### config.mk
export PLATFORM = sky130hd
export DESIGN_NAME = serial_alu_seq_flat
export DESIGN_NICKNAME = d
export VERILOG_FILES = /design/src/rtl/serial_alu_seq_if.sv /design/src/rtl/serial_alu_seq.sv /design/src/flat_wrapper.sv
export SDC_FILE = /design/constraint.sdc
export NUM_CORES = 1
export LEC_CHECK = 0
export CORE_MARGIN = 2
export CORE_UTILIZATION = 47
export DETAILED_ROUTE_END_ITERATION = 12
export GPL_TIMING_DRIVEN = 1
export HOLD_SLACK_MARGIN = 0.12
export PLACE_DENSITY = 0.82
export SYNTH_ARGS = -nofsm -noshare
export SYNTH_HDL_FRONTEND = slang
export SYNTH_SLANG_ARGS = --single-unit
### constraint.sdc
create_clock -name clk -period 1.91 [get_ports clk]
set_input_delay 0.191 -clock clk [delete_from_list [all_inputs] [get_ports clk]]
set_output_delay 0.191 -clock clk [all_outputs]
set_load 0.02 [all_outputs]
### src/rtl/serial_alu_seq_if.sv
// Request/response bundle for the bit-serial ALU: operands and opcode in,
// busy/done strobes with result and N/Z/V/C flags out.
interface serial_alu_seq_if #(
    parameter int WIDTH = 64
);
    logic             start;
    logic [WIDTH-1:0] a;
    logic [WIDTH-1:0] b;
    logic [2:0]       cntrl;
    logic             busy;
    logic             done;
    logic [WIDTH-1:0] result;
    logic             negative;
    logic             zero;
    logic             overflow;
    logic             carry_out;

    modport master (
        output start, a, b, cntrl,
        input  busy, done, result, negative, zero, overflow, carry_out
    );

    modport slave (
        input  start, a, b, cntrl,
        output busy, done, result, negative, zero, overflow, carry_out
    );
endinterface

### src/rtl/serial_alu_seq.sv
// Bit-serial ALU: one 1-bit cell evaluated LSB first, carry chained through a
// flip-flop, result collected in a right-shifting register.
module serial_alu_cell (
    input  logic [2:0] op,
    input  logic       ai,
    input  logic       bi,
    input  logic       cin,
    output logic       s,
    output logic       cout
);
    logic bx;

    // Subtract is A + ~B + 1; the +1 comes from the preloaded carry.
    assign bx   = bi ^ (op == 3'b011);
    assign cout = (ai & bx) | (ai & cin) | (bx & cin);

    always_comb begin
        s = 1'b0;
        case (op)
            3'b000:         s = bi;
            3'b010, 3'b011: s = ai ^ bx ^ cin;
            3'b100:         s = ai & bi;
            3'b101:         s = ai | bi;
            3'b110:         s = ai ^ bi;
            default:        s = 1'b0;
        endcase
    end
endmodule

module serial_alu_seq #(
    parameter int WIDTH = 64
) (
    input  logic              clk,
    input  logic              reset,
    serial_alu_seq_if.slave   bus
);
    localparam int CW = $clog2(WIDTH) + 1;
    localparam logic [CW-1:0] LAST = CW'(WIDTH - 1);

    typedef enum logic [1:0] {IDLE, RUN, DONE} state_t;

    state_t           state;
    logic [WIDTH-1:0] sra, srb, result_sr;
    logic [2:0]       op;
    logic [CW-1:0]    cnt;
    logic             cy;
    logic             s, cout, addsub;
    logic [WIDTH-1:0] next_sr;

    logic             busy_q, done_q, neg_q, zero_q, ovf_q, cy_out_q;
    logic [WIDTH-1:0] result_q;

    serial_alu_cell u_cell (
        .op  (op),
        .ai  (sra[0]),
        .bi  (srb[0]),
        .cin (cy),
        .s   (s),
        .cout(cout)
    );

    assign addsub  = (op == 3'b010) || (op == 3'b011);
    assign next_sr = {s, result_sr[WIDTH-1:1]};

    always_ff @(posedge clk or negedge reset) begin
        if (!reset) begin
            state     <= IDLE;
            sra       <= '0;
            srb       <= '0;
            op        <= '0;
            cnt       <= '0;
            cy        <= 1'b0;
            result_sr <= '0;
            busy_q    <= 1'b0;
            done_q    <= 1'b0;
            result_q  <= '0;
            neg_q     <= 1'b0;
            zero_q    <= 1'b0;
            ovf_q     <= 1'b0;
            cy_out_q  <= 1'b0;
        end else begin
            case (state)
                IDLE, DONE: begin
                    done_q <= 1'b0;
                    if (bus.start) begin
                        sra    <= bus.a;
                        srb    <= bus.b;
                        op     <= bus.cntrl;
                        cnt    <= '0;
                        cy     <= (bus.cntrl == 3'b011);
                        busy_q <= 1'b1;
                        state  <= RUN;
                    end else begin
                        state <= IDLE;
                    end
                end
                RUN: begin
                    sra       <= {1'b0, sra[WIDTH-1:1]};
                    srb       <= {1'b0, srb[WIDTH-1:1]};
                    result_sr <= next_sr;
                    cnt       <= cnt + CW'(1);
                    if (addsub) cy <= cout;
                    if (cnt == LAST) begin
                        // cy here is the carry into the MSB; V = carry-in ^ carry-out.
                        state    <= DONE;
                        busy_q   <= 1'b0;
                        done_q   <= 1'b1;
                        result_q <= next_sr;
                        neg_q    <= s;
                        zero_q   <= ~|next_sr;
                        cy_out_q <= addsub & cout;
                        ovf_q    <= addsub & (cy ^ cout);
                    end
                end
                default: state <= IDLE;
            endcase
        end
    end

    assign bus.busy      = busy_q;
    assign bus.done      = done_q;
    assign bus.result    = result_q;
    assign bus.negative  = neg_q;
    assign bus.zero      = zero_q;
    assign bus.overflow  = ovf_q;
    assign bus.carry_out = cy_out_q;
endmodule

### src/flat_wrapper.sv
// flat-port wrapper written by rule: the top's interface ports become plain ports
module serial_alu_seq_flat 
#(
    parameter int WIDTH = 64
)
  (clk, reset, bus_start, bus_a, bus_b, bus_cntrl, bus_busy, bus_done, bus_result, bus_negative, bus_zero, bus_overflow, bus_carry_out);
  serial_alu_seq_if #(.WIDTH(WIDTH)) bus_i ();
  input  logic clk;
  input  logic reset;
  input wire logic [$bits(bus_i.start)-1:0] bus_start;
  input wire logic [$bits(bus_i.a)-1:0] bus_a;
  input wire logic [$bits(bus_i.b)-1:0] bus_b;
  input wire logic [$bits(bus_i.cntrl)-1:0] bus_cntrl;
  output wire logic [$bits(bus_i.busy)-1:0] bus_busy;
  output wire logic [$bits(bus_i.done)-1:0] bus_done;
  output wire logic [$bits(bus_i.result)-1:0] bus_result;
  output wire logic [$bits(bus_i.negative)-1:0] bus_negative;
  output wire logic [$bits(bus_i.zero)-1:0] bus_zero;
  output wire logic [$bits(bus_i.overflow)-1:0] bus_overflow;
  output wire logic [$bits(bus_i.carry_out)-1:0] bus_carry_out;
  assign bus_i.start = bus_start;
  assign bus_i.a = bus_a;
  assign bus_i.b = bus_b;
  assign bus_i.cntrl = bus_cntrl;
  assign bus_busy = bus_i.busy;
  assign bus_done = bus_i.done;
  assign bus_result = bus_i.result;
  assign bus_negative = bus_i.negative;
  assign bus_zero = bus_i.zero;
  assign bus_overflow = bus_i.overflow;
  assign bus_carry_out = bus_i.carry_out;
  serial_alu_seq #(.WIDTH(WIDTH)) u_core (.clk(clk), .reset(reset), .bus(bus_i));
endmodule
==> flow_summary_export.csv <==
group,metric,value,unit
worst_setup_path,cp_slowest_stage_delay,630,ps
logic_synthesis,synth_instances,1198,
logic_synthesis,synth.mux.area_fraction,0,%
grt,top_usage_layer,"met2",
logic_synthesis,synth.yosys.seq_area_share,61.8,%
logic_synthesis,synth_xor_xnor_area_share,0.158,%
worst_setup_path,worstPathRequired,1720,ps
die,fp-row-count,56,
clocking,postCtsSetupBuffers,0,
placed_design,detailed_place_hpwl,17800,microns
die,num_io_pins,204,
logic_synthesis,synth-async-reset-ratio,100,%
timing,max_freq,571,MHz
die,design.core.area,0.0233,sq mm
layout,num_antenna_cells,0,
detailed_routing,postRouteWirelength,26000,microns
clocking,cts.root.buffer_cell,"sky130_fd_sc_hd__clkbuf_16",
grt,globalRouteMet2Util,35.4,%
grt,global_route_wire_length_before_repair,43600,microns
timing,fin_ws,160,ps
die,floorplan.die_area,0.0248,sq mm
logic_synthesis,cell_with_the_most_instances_after_synthesis,"sky130_fd_sc_hd__nand2_1",
layout,final_layout_size_suffix_gt1_share,6.43,%
detailed_routing,drcViolationCount,0,
worst_setup_path,critical_path_arrival,1560,ps
logic_synthesis,postSynthAreaPerCell,9.23,sq um
grt,grt_pass1_vias,8705,
grt,groute.layer.met3.usage,6.14,%
grt,antenna_violations_before_repair,0,
worst_setup_path,cp.buffers_inverters,1,
logic_synthesis,ys_seq_elements,273,
detailed_routing,average_detailed_routed_wire_length_per_instance,15.0,microns
run_status,outcome,"finished, final reports clean",
clocking,cts_inserted_buffers,29,
worst_setup_path,crit_path_max_fanout,2,
placed_design,port_buffers,203,
logic_synthesis,post_synth_edffs,0,
logic_synthesis,synthDominantCellAreaShare,61.8,%
layout,nets,1532,
run,max_cap_violations,0,
worst_setup_path,setup.worst_path.start_class,"flip-flop",
clocking,clock_sinks,273,
timing,final_hold_viol_count,0,
layout,layout-area-overhead-vs-synth,32.6,%
worst_setup_path,critical-path-top-delay-family,"buffers and inverters",
detailed_routing,detailedRoute.firstPassIterationCount,5,
placed_design,dpl_cell_area,0.0136,sq mm
worst_setup_path,worst_setup_path_end_kind,"output pin",
worst_setup_path,ff2ff_path_depth,6,
layout,design_area,0.0147,sq mm
logic_synthesis,yosys-top-cells-count,"sky130_fd_sc_hd__nand2_1, sky130_fd_sc_hd__dfrtp_1, sky130_fd_sc_hd__a22oi_1, sky130_fd_sc_hd__clkbuf_1, sky130_fd_sc_hd__nor4_1",
logic_synthesis,synth_top_family_by_area,"simple AND/OR/NAND/NOR gates",
grt,grt.overflow.total,0,
logic_synthesis,syn_area,0.0111,sq mm
timing,timing.final.crit_share,91.6,%
placed_design,place_worst_setup_slack,-33.5,ps
grt,grt_start_max_net_pins,72,
logic_synthesis,synth-simple-area-share,24.3,%
die,die-width,157,microns
timing,worst_pin_slew,695,ps
clocking,worst_skew_pair_later_pin_latency,540,ps
timing,fin_crit,1750,ps
clocking,cts_htree_levels,1,
pwr,power.leakage,0.00744,uW
timing,timing.final.max_slew_violations,0,
worst_setup_path,path_depth,1,
grt,grt.total_usage,21.4,%
logic_synthesis,post_synth_main_area_contributors,"sky130_fd_sc_hd__dfrtp_1, sky130_fd_sc_hd__nand2_1, sky130_fd_sc_hd__a22oi_1, sky130_fd_sc_hd__clkbuf_1, sky130_fd_sc_hd__nor4_1",
detailed_routing,num_vias,8912,
detailed_routing,drt_iter0_drc,503,
logic_synthesis,ys_types,35,
logic_synthesis,yosys_most_used_dff,"sky130_fd_sc_hd__dfrtp_1",
grt,globalRouteMet1Util,28.6,%
clocking,cts_tree,"built",
layout,filler_cell_count,1896,
timing,final.setup_skew,22.3,ps
clocking,clkTransAtPathRegs,60,ps
logic_synthesis,synthDominantAreaCellType,"sky130_fd_sc_hd__dfrtp_1",
logic_synthesis,synth_adder_area_share,0.521,%
clocking,clockBufferDepth,3,
detailed_routing,drt-vias-per-instance,5.14,
worst_setup_path,crit_path_cell_trace,"clkdlybuf4s50_1",
logic_synthesis,synth-compound-area-share,10.0,%
die,start_util,47.5,%
worst_setup_path,crit_type,"reg2out",
worst_setup_path,cp_slowest_cell,"sky130_fd_sc_hd__clkdlybuf4s50_1",
layout,stdcell_count,1734,
pwr,vdd_drop_max,0.000681,V
die,die_h,157,microns
pwr,power.density_cell_area,876,mW/mm^2
timing,whs,220,ps
logic_synthesis,synthesis.nets,1336,
timing,timing.slew.headroom,53.7,%
detailed_routing,ant_nets,0,
hold_path,hold_path.class,"in2async",
placed_design,place.gp.congestion,0.821,
timing,finalSetupViolCount,0,
logic_synthesis,synth.yosys.warnings,0,
placed_design,numPlacedInstances,1681,
[cells in the final DEF, fill, tap and decap left out, types with 7 or more instances in the layout]
| master | synthesis | layout |
|---|---|---|
| sky130_fd_sc_hd__buf_4 | 1 | 23 |
| sky130_fd_sc_hd__clkbuf_16 | 0 | 29 |
| sky130_fd_sc_hd__o21ai_0 | 10 | 10 |
| sky130_fd_sc_hd__buf_12 | 0 | 12 |
| sky130_fd_sc_hd__nand2_1 | 645 | 645 |
| sky130_fd_sc_hd__dfrtp_1 | 273 | 273 |
| sky130_fd_sc_hd__nor4_1 | 16 | 15 |
| sky130_fd_sc_hd__a22oi_1 | 124 | 124 |
| sky130_fd_sc_hd__clkdlybuf4s50_1 | 0 | 202 |
| sky130_fd_sc_hd__clkbuf_1 | 56 | 7 |
[where the power goes]
part	switching (uW)	leakage [uW]	internal [uW]
clock	2300	0.000492	3690
combinational	294	0.00328	387
sequential	204	0.00367	5970
total	2800	0.00744	10000
[logic make-up (layout without fill, tap and decap cells)]
family                     after synthesis  in the layout
AOI/OAI and AO/OA                      149            149
buffers and inverters                   79            296
adders and majority gates                4              4
and+or+nand+nor                        691            691
DFF                                    273            273
xor gates and xnor gates                 2              2
[registers in the layout (all words and copies together) (netlist names)]
name,cells
u_core.bus.result,64
u_core.cnt,7
u_core.bus.zero,1
u_core.bus.overflow,1
u_core.sra,64
u_core.bus.carry_out,1
u_core.cy,1
u_core.bus.done,1
u_core.bus.busy,1
u_core.op,3
u_core.srb,64
u_core.state,2
u_core.result_sr,63
[metrics by stage]
stage,TNS (ps),utilization (%),power [uW]
after floorplan,0,-,6400
after global placement,0,58.5,6920
after detailed placement,-158,58.5,6950
after CTS,0,63.0,13000
after global routing,-17.3,63.0,13300
final,0,63.0,12800
[final cells by class]
class | count | area, sq um | share of cell area, %
clock buffer | 38 | 779 | 5.32
clock inverter | 14 | 239 | 1.63
inverter | 3 | 12.5 | 0.0853
multi-input combinational | 846 | 3920 | 26.7
sequential | 273 | 6830 | 46.6
tap | 319 | 399 | 2.72
timing repair buffer | 241 | 2480 | 16.9
[final timing paths]
kind	to	from	slack [ps]
worst max-delay path	bus_overflow	u_core.bus.overflow$_DFFE_PN0P_	160
worst min-delay path	u_core.bus.result[43]$_DFFE_PN0P_	reset	220
worst max register to register	u_core.result_sr[63]$_DFFE_PN0P_	u_core.op[2]$_DFFE_PN0P_	160
worst min register to register	u_core.srb[59]$_DFFE_PN0P_	u_core.srb[59]$_DFFE_PN0P_	470
max in group asynchronous	u_core.srb[41]$_DFFE_PN0P_	reset	1050
min in group clk	u_core.op[0]$_DFFE_PN0P_	bus_cntrl[0]	220
[metal layers]
metal / up-vias / wire length, microns
met4: 0 / 377
met3: 34 / 2130
li1: 4330 / -
met5: - / 0
met2: 251 / 12400
met1: 4297 / 11000
[what timing repair did]
item	4_1_cts	5_1_grt
gates resized for setup	3	2
hold endpoints to repair	273	0
hold buffers	1	0
pin swaps	0	1
setup endpoints to repair	47	3
No activity file was read; power rests on OpenSTA's default activity.
